<file path="src/rtl/fir_pkg.sv">
// Shared types and constants for the FIR write-back path: line address type,
// line geometry, default FIFO depth and the packer state encoding.
package fir_pkg;

    typedef logic [41:0] t_hc_address;

    localparam int FIR_LINE_BYTES = 64;
    localparam int FIR_LINE_BITS  = FIR_LINE_BYTES * 8;
    localparam int WB_FIFO_DEPTH  = 4;

    typedef enum logic [1:0] {
        WB_IDLE  = 2'd0,
        WB_RUN   = 2'd1,
        WB_DRAIN = 2'd2,
        WB_DONE  = 2'd3
    } t_wb_state;

    // Destination line address of the idx-th issued line; wraps modulo 2^42.
    function automatic t_hc_address line_addr(input t_hc_address base, input logic [31:0] idx);
        return base + t_hc_address'(idx);
    endfunction

endpackage

</file>
<file path="src/rtl/fir_wb_fifo.sv">
// Circular line buffer between the byte packer and the write channel.
// Head is read combinationally so the issuing register captures it on the pop edge.
module fir_wb_fifo #(
    parameter int DEPTH = 4,
    parameter int WIDTH = 512
) (
    input  logic             clk,
    input  logic             reset_n,
    input  logic             clr,
    input  logic             push,
    input  logic [WIDTH-1:0] push_data,
    input  logic             pop,
    output logic [WIDTH-1:0] head,
    output logic             full,
    output logic             empty
);

    localparam int PW = (DEPTH > 1) ? $clog2(DEPTH) : 1;
    localparam int CW = $clog2(DEPTH + 1);

    logic [WIDTH-1:0] mem [DEPTH];
    logic [PW-1:0]    wr_ptr_q, wr_ptr_d;
    logic [PW-1:0]    rd_ptr_q, rd_ptr_d;
    logic [CW-1:0]    count_q, count_d;
    logic             do_push;
    logic             do_pop;

    function automatic logic [PW-1:0] ptr_inc(input logic [PW-1:0] p);
        return (p == PW'(DEPTH - 1)) ? '0 : p + 1'b1;
    endfunction

    assign full    = (count_q == CW'(DEPTH));
    assign empty   = (count_q == '0);
    assign do_push = push && !full && !clr;
    assign do_pop  = pop && !empty && !clr;
    assign head    = mem[rd_ptr_q];

    always_comb begin
        wr_ptr_d = wr_ptr_q;
        rd_ptr_d = rd_ptr_q;
        count_d  = count_q;
        if (clr) begin
            wr_ptr_d = '0;
            rd_ptr_d = '0;
            count_d  = '0;
        end else begin
            if (do_push) wr_ptr_d = ptr_inc(wr_ptr_q);
            if (do_pop)  rd_ptr_d = ptr_inc(rd_ptr_q);
            if (do_push && !do_pop)      count_d = count_q + 1'b1;
            else if (!do_push && do_pop) count_d = count_q - 1'b1;
        end
    end

    always_ff @(posedge clk or negedge reset_n) begin
        if (!reset_n) begin
            wr_ptr_q <= '0;
            rd_ptr_q <= '0;
            count_q  <= '0;
        end else begin
            wr_ptr_q <= wr_ptr_d;
            rd_ptr_q <= rd_ptr_d;
            count_q  <= count_d;
        end
    end

    // Storage carries no reset; occupancy alone defines which entries are valid.
    always_ff @(posedge clk) begin
        if (do_push) mem[wr_ptr_q] <= push_data;
    end

endmodule

</file>
<file path="src/rtl/fir_wb_packer.sv">
// Packs FIR output bytes into 64-byte lines and issues them as single-line
// CCI-P writes, counting responses to decide when the job has fully landed.
module fir_wb_packer
    import fir_pkg::*;
#(
    parameter int FIFO_DEPTH = WB_FIFO_DEPTH
) (
    input  logic                     clk,
    input  logic                     reset_n,
    input  logic                     start,
    input  t_hc_address              base_addr,
    input  logic [31:0]              num_lines,
    input  logic [7:0]               data_in,
    input  logic                     valid_in,
    input  logic                     c1_almfull,
    input  logic                     c1_rsp_valid,
    output logic                     c1_tx_valid,
    output t_hc_address              c1_tx_addr,
    output logic [FIR_LINE_BITS-1:0] c1_tx_data,
    output logic [15:0]              c1_tx_mdata,
    output logic                     busy,
    output logic                     done,
    output logic                     error
);

    localparam int BYTE_W = $clog2(FIR_LINE_BYTES);

    t_wb_state                state_q, state_d;
    t_hc_address              base_q, base_d;
    logic [31:0]              num_lines_q, num_lines_d;
    logic [BYTE_W-1:0]        byte_idx_q, byte_idx_d;
    logic [31:0]              lines_rx_q, lines_rx_d;
    logic [31:0]              issued_q, issued_d;
    logic [31:0]              resp_q, resp_d;
    logic [FIR_LINE_BITS-1:0] line_q, line_d;
    logic                     error_q, error_d;
    logic                     tx_valid_q, tx_valid_d;
    t_hc_address              tx_addr_q, tx_addr_d;
    logic [FIR_LINE_BITS-1:0] tx_data_q, tx_data_d;
    logic [15:0]              tx_mdata_q, tx_mdata_d;

    logic                     in_run;
    logic                     active;
    logic                     start_ok;
    logic                     accept;
    logic                     line_done;
    logic                     last_line;
    logic                     fifo_push;
    logic                     fifo_pop;
    logic                     fifo_full;
    logic                     fifo_empty;
    logic                     drop;
    logic [FIR_LINE_BITS-1:0] line_ins;
    logic [FIR_LINE_BITS-1:0] fifo_head;

    assign in_run    = (state_q == WB_RUN);
    assign active    = (state_q == WB_RUN) || (state_q == WB_DRAIN);
    assign start_ok  = start && ((state_q == WB_IDLE) || (state_q == WB_DONE));
    assign accept    = valid_in && in_run;
    assign line_done = accept && (byte_idx_q == BYTE_W'(FIR_LINE_BYTES - 1));
    assign last_line = line_done && ((lines_rx_q + 32'd1) == num_lines_q);
    assign fifo_push = line_done && !fifo_full;
    assign drop      = line_done && fifo_full;
    assign fifo_pop  = active && !fifo_empty && !c1_almfull;

    // The incoming byte is merged into its lane so the 64th byte lands in the pushed line.
    for (genvar gi = 0; gi < FIR_LINE_BYTES; gi++) begin : g_lane
        assign line_ins[gi*8 +: 8] = (byte_idx_q == BYTE_W'(gi)) ? data_in : line_q[gi*8 +: 8];
    end

    fir_wb_fifo #(
        .DEPTH (FIFO_DEPTH),
        .WIDTH (FIR_LINE_BITS)
    ) u_fifo (
        .clk       (clk),
        .reset_n   (reset_n),
        .clr       (start_ok),
        .push      (fifo_push),
        .push_data (line_ins),
        .pop       (fifo_pop),
        .head      (fifo_head),
        .full      (fifo_full),
        .empty     (fifo_empty)
    );

    always_ff @(posedge clk or negedge reset_n) begin
        if (!reset_n) state_q <= WB_IDLE;
        else          state_q <= state_d;
    end

    always_comb begin
        state_d = state_q;
        unique case (state_q)
            WB_IDLE, WB_DONE: begin
                if (start) state_d = (num_lines == 32'd0) ? WB_DONE : WB_RUN;
            end
            WB_RUN: begin
                if (last_line) state_d = WB_DRAIN;
            end
            WB_DRAIN: begin
                if (fifo_empty && (resp_q == issued_q)) state_d = WB_DONE;
            end
            default: state_d = WB_IDLE;
        endcase
    end

    always_comb begin
        busy = (state_q == WB_RUN) || (state_q == WB_DRAIN);
        done = (state_q == WB_DONE);
    end

    always_comb begin
        base_d      = base_q;
        num_lines_d = num_lines_q;
        byte_idx_d  = byte_idx_q;
        lines_rx_d  = lines_rx_q;
        issued_d    = issued_q;
        resp_d      = resp_q;
        line_d      = line_q;
        error_d     = error_q;
        tx_valid_d  = 1'b0;
        tx_addr_d   = tx_addr_q;
        tx_data_d   = tx_data_q;
        tx_mdata_d  = tx_mdata_q;
        if (start_ok) begin
            base_d      = base_addr;
            num_lines_d = num_lines;
            byte_idx_d  = '0;
            lines_rx_d  = '0;
            issued_d    = '0;
            resp_d      = '0;
            line_d      = '0;
            error_d     = 1'b0;
        end else begin
            if (accept) begin
                byte_idx_d = byte_idx_q + 1'b1;
                line_d     = line_ins;
                if (line_done) lines_rx_d = lines_rx_q + 32'd1;
                if (drop)      error_d    = 1'b1;
            end
            // IDLE is only ever reached through reset, where stray bytes are harmless.
            if (valid_in && !in_run && (state_q != WB_IDLE)) error_d = 1'b1;
            if (fifo_pop) begin
                tx_valid_d = 1'b1;
                tx_addr_d  = line_addr(base_q, issued_q);
                tx_data_d  = fifo_head;
                tx_mdata_d = issued_q[15:0];
                issued_d   = issued_q + 32'd1;
            end
            if (active && c1_rsp_valid) resp_d = resp_q + 32'd1;
        end
    end

    always_ff @(posedge clk or negedge reset_n) begin
        if (!reset_n) begin
            base_q      <= '0;
            num_lines_q <= '0;
            byte_idx_q  <= '0;
            lines_rx_q  <= '0;
            issued_q    <= '0;
            resp_q      <= '0;
            line_q      <= '0;
            error_q     <= 1'b0;
            tx_valid_q  <= 1'b0;
            tx_addr_q   <= '0;
            tx_data_q   <= '0;
            tx_mdata_q  <= '0;
        end else begin
            base_q      <= base_d;
            num_lines_q <= num_lines_d;
            byte_idx_q  <= byte_idx_d;
            lines_rx_q  <= lines_rx_d;
            issued_q    <= issued_d;
            resp_q      <= resp_d;
            line_q      <= line_d;
            error_q     <= error_d;
            tx_valid_q  <= tx_valid_d;
            tx_addr_q   <= tx_addr_d;
            tx_data_q   <= tx_data_d;
            tx_mdata_q  <= tx_mdata_d;
        end
    end

    assign c1_tx_valid = tx_valid_q;
    assign c1_tx_addr  = tx_addr_q;
    assign c1_tx_data  = tx_data_q;
    assign c1_tx_mdata = tx_mdata_q;
    assign error       = error_q;

endmodule

</file>
<file path="config.mk">
export PLATFORM = sky130hd
export DESIGN_NAME = fir_wb_packer
export DESIGN_NICKNAME = d
export VERILOG_FILES = /design/src/rtl/fir_pkg.sv /design/src/rtl/fir_wb_fifo.sv /design/src/rtl/fir_wb_packer.sv
export SDC_FILE = /design/constraint.sdc
export NUM_CORES = 2
export LEC_CHECK = 0
export ABC_AREA = 1
export CAP_MARGIN = 20
export CORE_MARGIN = 4
export CORE_UTILIZATION = 45
export CTS_CLUSTER_DIAMETER = 80
export CTS_CLUSTER_SIZE = 25
export DETAILED_ROUTE_END_ITERATION = 10
export SYNTH_ARGS = -nofsm -noshare
export SYNTH_HDL_FRONTEND = slang
export SYNTH_SLANG_ARGS = --single-unit
</file>
<file path="constraint.sdc">
create_clock -name clk -period 29.8 [get_ports clk]
set_input_delay 5.96 -clock clk [delete_from_list [all_inputs] [get_ports clk]]
set_output_delay 5.96 -clock clk [all_outputs]
set_load 0.05 [all_outputs]
</file>
; After elaboration in Yosys (flattened, before gate mapping)
; Memory sizes are Yosys's and may differ from the RTL's. A register that Yosys moved wholly into a read port is not among the register bits.
; Index checks and enable logic that the tools add are counted.
[word_totals]
reg_bits = 757
ram_bits = 2048
output_inout_bits = 574
n_memories = 1
[op_classes]
n_addsub = 9
n_eq_ne = 74
mux = 97
bitwise_logic = 1
n_reduce_logical = 47
[memory_table]
columns = name, words, width, rd, rd_clocked_by_memory_dff, write_ports, line_no
row1 = u_fifo.mem, 4, 512, 1, 1, 1, fir_wb_fifo.sv:21  ; logic [WIDTH-1:0] mem [DEPTH];
[ops]
columns = op, count
row1 = $mux W512, 2
row2 = $mux W8, 64
row3 = $mux W32, 7
row4 = $eq A6 B6 Y1 const B, 32
row5 = $add A32 B1 Y32 const B, 3
row6 = $eq A6 B5 Y1 const B, 16
row7 = $eq A32 B32 Y1, 2
row8 = $eq A6 B4 Y1 const B, 8
row9 = $add A42 B32 Y42, 1
row10 = $logic_not A32 Y1, 1
row11 = $eq A6 B3 Y1 const B, 4
row12 = $mux W2, 10
row13 = $logic_and A1 B1 Y1, 18
row14 = $reduce_bool A2 Y1, 7
row15 = $eq A6 B2 Y1 const B, 2
row16 = $mux W6, 2
row17 = $mux W3, 3
row18 = $reduce_bool A3 Y1, 3
row19 = $eq A2 B2 Y1 const B, 4
row20 = $logic_not A1 Y1, 8
row21 = $mux W1, 8
row22 = $add A6 B1 Y6 const B, 1
row23 = $eq A6 B1 Y1 const B, 1
row24 = $logic_not A6 Y1, 1
row25 = other kinds (15), 20

; Logic depth before layout (Yosys ltp)
[logic_depth]
depth_word = 11
depth_mapped = 18

; By module
; From an unflattened synthesis, not the netlist that was laid out.
[unflattened]
cells_unflattened = 12600
hier_area_um2 = 134918.1
[modules_own_cells]
columns = mod, n_inst, cells_per_inst, area_each_um2
row1 = fir_wb_fifo, 1, 5017, 75817.7
row2 = fir_wb_packer, 1, 7583, 59100.4

; Least setup slack after synthesis
; Ideal clock, no wire load.
[synth_path]
kind = input to register
start = input port valid_in
end = memory u_fifo.mem[0][0], enable pin
setup_time_ns = 1.400
arrival_ns = 27.954
required_time_ns = 28.400
path_slack_ns = 0.446
stages = 6
cell_sequence = nand2_1 > nor3_1 > inv_2 > nor2_1 > inv_1 > nor2_1
[synth_via]
elab_chain_len = 7
[synth_lines]
columns = item, line_no
row1 = from (decl), fir_wb_packer.sv:14  ; input logic valid_in,
row2 = $logic_and A1 B1 Y1, fir_wb_packer.sv:59  ; assign accept = valid_in && in_run;
row3 = $logic_and A1 B1 Y1, fir_wb_packer.sv:60  ; assign line_done = accept && (byte_idx_q == BYTE_W'(FIR_LINE_BYTES - 1));
row4 = $logic_and A1 B1 Y1, fir_wb_packer.sv:62  ; assign fifo_push = line_done && !fifo_full;
row5 = $logic_and A1 B1 Y1 (2 in series), fir_wb_fifo.sv:34  ; assign do_push = push && !full && !clr;
row6 = $mux W1, fir_wb_fifo.sv:68  ; if (do_push) mem[wr_ptr_q] <= push_data;
row7 = $mux W1 (implied by the code), fir_wb_fifo.sv:68
row8 = to (decl), fir_wb_fifo.sv:21
; No other way between the ends.

; Worst setup path in the final report
[layout_path]
start = input port start
end = memory u_fifo.mem[0][287], enable pin
[layout_via]
elab_chain_len = 5
[layout_lines]
columns = item, line_no
row1 = from (decl), fir_wb_packer.sv:10  ; input logic start,
row2 = $logic_and A1 B1 Y1, fir_wb_packer.sv:58  ; assign start_ok = start && ((state_q == WB_IDLE) || (state_q == WB_DONE));
row3 = $logic_not A1 Y1, fir_wb_fifo.sv:34
row4 = $logic_and A1 B1 Y1, fir_wb_fifo.sv:34
row5 = $mux W1, fir_wb_fifo.sv:68
row6 = $mux W1 (implied by the code), fir_wb_fifo.sv:68
; No other way between the ends.

==> metrics.md <==
| Metric | Value |
|---|---|
| Row count | 200 |
| Initial DRC count | a little under 10000 |
| Residual DRC count | 0 |
| Synth Area in Compound Gates | a little under an eighth |
| Routability cong. | between 0.8 and 0.9 |
| Setup bufs post-CTS | 0 |
| Core box area | a little under 0.3 mm2 |
| Max-slew violation count | 0 |
| Critical path launch point type | primary input |
| DR WL/cell | between 20 and 25 um |
| Worst setup EP type | flop |
| Fillers | approximately 26000 |
| Clock Latency Late Sink | around 900 ps |
| Post-Synth Adder-Cell Area | 0.4850% |
| CTS clk-pin slew, worst paths | ~90 ps |
| Initial antenna violation count | 17 |
| PortBufs | approximately 660 |
| Hpwl dp | about 240000 um |
| Worst Tran Pin Value | roughly 1200 ps |
| Mux share of post-synthesis cell area | less than 1% |
| Slew HR | a little over a fifth |
| Min Hold Slack | slightly below 500 ps |
| IO Pins | ~660 |
| Fin nets | 13010 |
| Hold_buf cts | 0 |
| Max Freq | about 0.08 GHz |
| Synthesized area per cell | 10.65 um2 |
| Gr usage total | between 20% and 30% |
| Kind of critical path | primary input to flop |
| Seq/Total Area, Yosys | around 69% |
| Fin crit period | around 12000 ps |
| Die Width | between 500 and 600 um |
| CTS Sinks | between 3000 and 4000 |
| Resized Gates After CTS | 0 |
| Largest net degree at the start of global routing | around 230 |
| First-pass GRT wire length | 575200 um |
| Vias per inst | approximately 5.5 |
| Max cap viols | 0 |
| Yosys warns | 0 |
| Worst VDD drop | between 0.00008 and 0.00009 V |
| Outcome | finished clean |
| CP required | between 30000 and 40000 ps |
| Post-synth EDFFs | approximately 2000 |
| Final Power | around 13000 uW |
| Post-synthesis simple-gate area fraction | between 10% and 20% |
| Final setup vio count | 0 |
| Vias in the first global route | roughly 91000 |
| # H-tree levels | 4 |
| CTS tree | done |
| Number of buffers created by CTS | 170 |
| Worst Hold Class | flop to flop |
| Ys flop type | edfxtp_1 |
| Flops & latches, synth | 3317 |
| Power Dens Cells | 88.59 mW/mm2 |
| CTS max path bufs | 4 |
| Vias after detailed routing | approximately 94000 |
| Critical-path maximum fanout | ~150 |
| Die Height | around 560 um |
| Asr flop ratio synth | between 30% and 40% |
| Final WL | slightly below 400000 um |
| Synthesized cell area | approximately 0.13 mm2 |
| Syn nets | ~13000 |
| Leak | 0.06299 uW |
| Final ANT Viol Nets | 0 |
| Layout area overhead | 11.53% |
| Hold Violations, Final | 0 |
| Gate Count Post-Synth | about 13000 |
| Gr ovfl total | 0 |
| Yosys cell types | just over 50 |
| Initial core utilization | between 40% and 50% |
| DRT Pass-1 Iters | 8 |
| Setup TNS | 0 ps |
| Xor/xnor share of the synthesized area | less than 1% |
| Tcrit/Tclk final | approximately 41% |
| Root buffer cell | clkbuf_16 |
| Non-filler cells in the finished layout | roughly 17000 |
| Clock Skew | 53.36 ps |
| Largest family of logic cells by synthesized area | simple AND/OR/NAND/NOR gates |
| RSZ-0062 raised after global routing | false |
| Fraction of layout cells with a size suffix above 1 | 3.460% |
| Worst EP arrival | 12720 ps |
| Full die area | just over 0.3 mm2 |
| Inst Count DP | ~17000 |
## final timing paths
| check | from | end | slack (ps) | cells past startpoint |
|---|---|---|---|---|
| setup / recovery | start | u_fifo.mem[0][287] | 17560 | 11 |
| hold / removal | c1_tx_data[153] | c1_tx_data[153] | 480 | 2 |
| setup reg to reg | state_q[0] | u_fifo.mem[0][287] | 22200 | 13 |
| hold reg to reg | c1_tx_data[153] | c1_tx_data[153] | 480 | 2 |
| max in group asynchronous | reset_n | c1_tx_data[190] | 21110 | 5 |
| min in group asynchronous | reset_n | lines_rx_q[22] | 5030 | 1 |
## flip-flops by register name, indices dropped and copies added (netlist names), 3 cells and up
signal,flops
base_q,42
byte_idx_q,6
c1_tx_addr,42
c1_tx_data,512
c1_tx_mdata,16
issued_q,32
line_q,512
lines_rx_q,32
num_lines_q,32
resp_q,32
u_fifo.count_q,3
u_fifo.mem,2048
## stage by stage
step | util (%) | setup slack, ps | cell area [um2]
after floorplan | - | 446.2 | 134700
after global placement | 48.58 | 16640 | 144400
after detailed placement | 48.63 | 16640 | 144600
after CTS | 50.45 | 17600 | 150000
after global routing | 50.52 | 17130 | 150200
final | 50.52 | 17560 | 150200
## per-layer routing
layer	GRT usage, %	part of all wire, %	up-vias
met5	0	0.0057	-
met4	7.100	3.1	4
met3	2.903	6.5	451
met2	38.85	46	3186
met1	35.10	44	46660
li1	-	-	43500
## worst max-delay path, stage by stage
cell and delay (ps):
clkdlybuf4s50_1 520, nand2_8 530, clkinv_2 860, or2_2 560
nor2_1 210, inv_1 260, nor2_4 130, buf_4 850
buf_4 910, buf_4 860, buf_12 590
## placed cells by master, fill, tap and decap left out, types with 8 or more instances in the layout
master           count
nand2_1           2740
or2_2                8
buf_16               8
a31oi_1             18
nor2_1            1250
nor3_1              40
clkdlybuf4s50_1    652
o21ai_0           1936
nor2_2              13
edfxtp_1          2048
inv_1             1003
o22ai_1            782
clkinv_2            16
nor4_1              21
a21o_1              14
inv_6                9
clkbuf_16          177
xnor2_1             15
dfrtp_1           1267
o21ai_1             18
a21oi_1            112
nor2_4               8
nand3b_1            15
clkbuf_1            78
nand4_1             32
buf_4              134
ha_1                49
nand3_1            411
xor2_1              11
## cells by family (layout without fill, tap and decap cells)
kind of cell | count (synthesis) | count (layout)
AO/OA/AOI/OAI | 2910 | 2910
XOR/XNOR | 26 | 26
adder cells (fa/ha/maj) | 51 | 51
buffers and inverters | 1780 | 2137
flip-flops | 3317 | 3317
multiplexers | 2 | 2
other | 0 | 3
AND/OR/NAND/NOR | 4563 | 4563
## synth_stat cells (3+ instances only)
cell type	number	share of area, %
o21ai_1	18	0.067
clkbuf_1	686	1.9
nand2_2	6	0.028
nor3_1	40	0.15
o21a_1	5	0.028
nor2_1	1260	3.5
edfxtp_1	2048	46
buf_2	54	0.20
a21oi_1	112	0.42
o22ai_1	782	3.6
nor3_2	4	0.030
a31oi_1	18	0.084
o21ai_0	1936	7.2
nor3b_1	3	0.017
ha_1	49	0.46
and2_1	4	0.019
a211oi_1	4	0.022
nor4_1	21	0.098
o21bai_1	3	0.017
inv_1	1011	2.8
xnor2_1	15	0.098
nor2_2	7	0.033
dfrtp_1	1269	24
a21boi_0	3	0.017
buf_1	21	0.059
a221oi_1	3	0.020
nand4_1	32	0.15
nor2_4	4	0.033
nand3b_1	15	0.084
or2_2	8	0.037
inv_2	8	0.022
nand3_1	411	1.5
xor2_1	11	0.072
a21o_1	14	0.078
nand2_1	2743	7.6
## cell type report
| class | instances | area, um2 | area share [%] |
|---|---|---|---|
| Tap cell | 3939 | 4928 | 3.282 |
| Sequential cell | 3317 | 93260 | 62.10 |
| Multi-Input combinational cell | 7552 | 34730 | 23.13 |
| Timing Repair Buffer | 806 | 7958 | 5.299 |
| Clock inverter | 52 | 635.6 | 0.4232 |
| Clock buffer | 260 | 4791 | 3.190 |
| Antenna cell | 3 | 7.507 | 0.004999 |
| Inverter | 1019 | 3866 | 2.574 |
## report_power, final
| group | switching [uW] | leakage [uW] | internal, uW | total (uW) |
|---|---|---|---|---|
| Sequential | 324 | 0.0362 | 5310 | 5640 |
| Clock | 1510 | 0.00262 | 1190 | 2700 |
| Combinational | 3650 | 0.0242 | 1320 | 4970 |
| Total | 5480 | 0.0630 | 7820 | 13300 |
No activity file was read; power rests on OpenSTA's default activity.
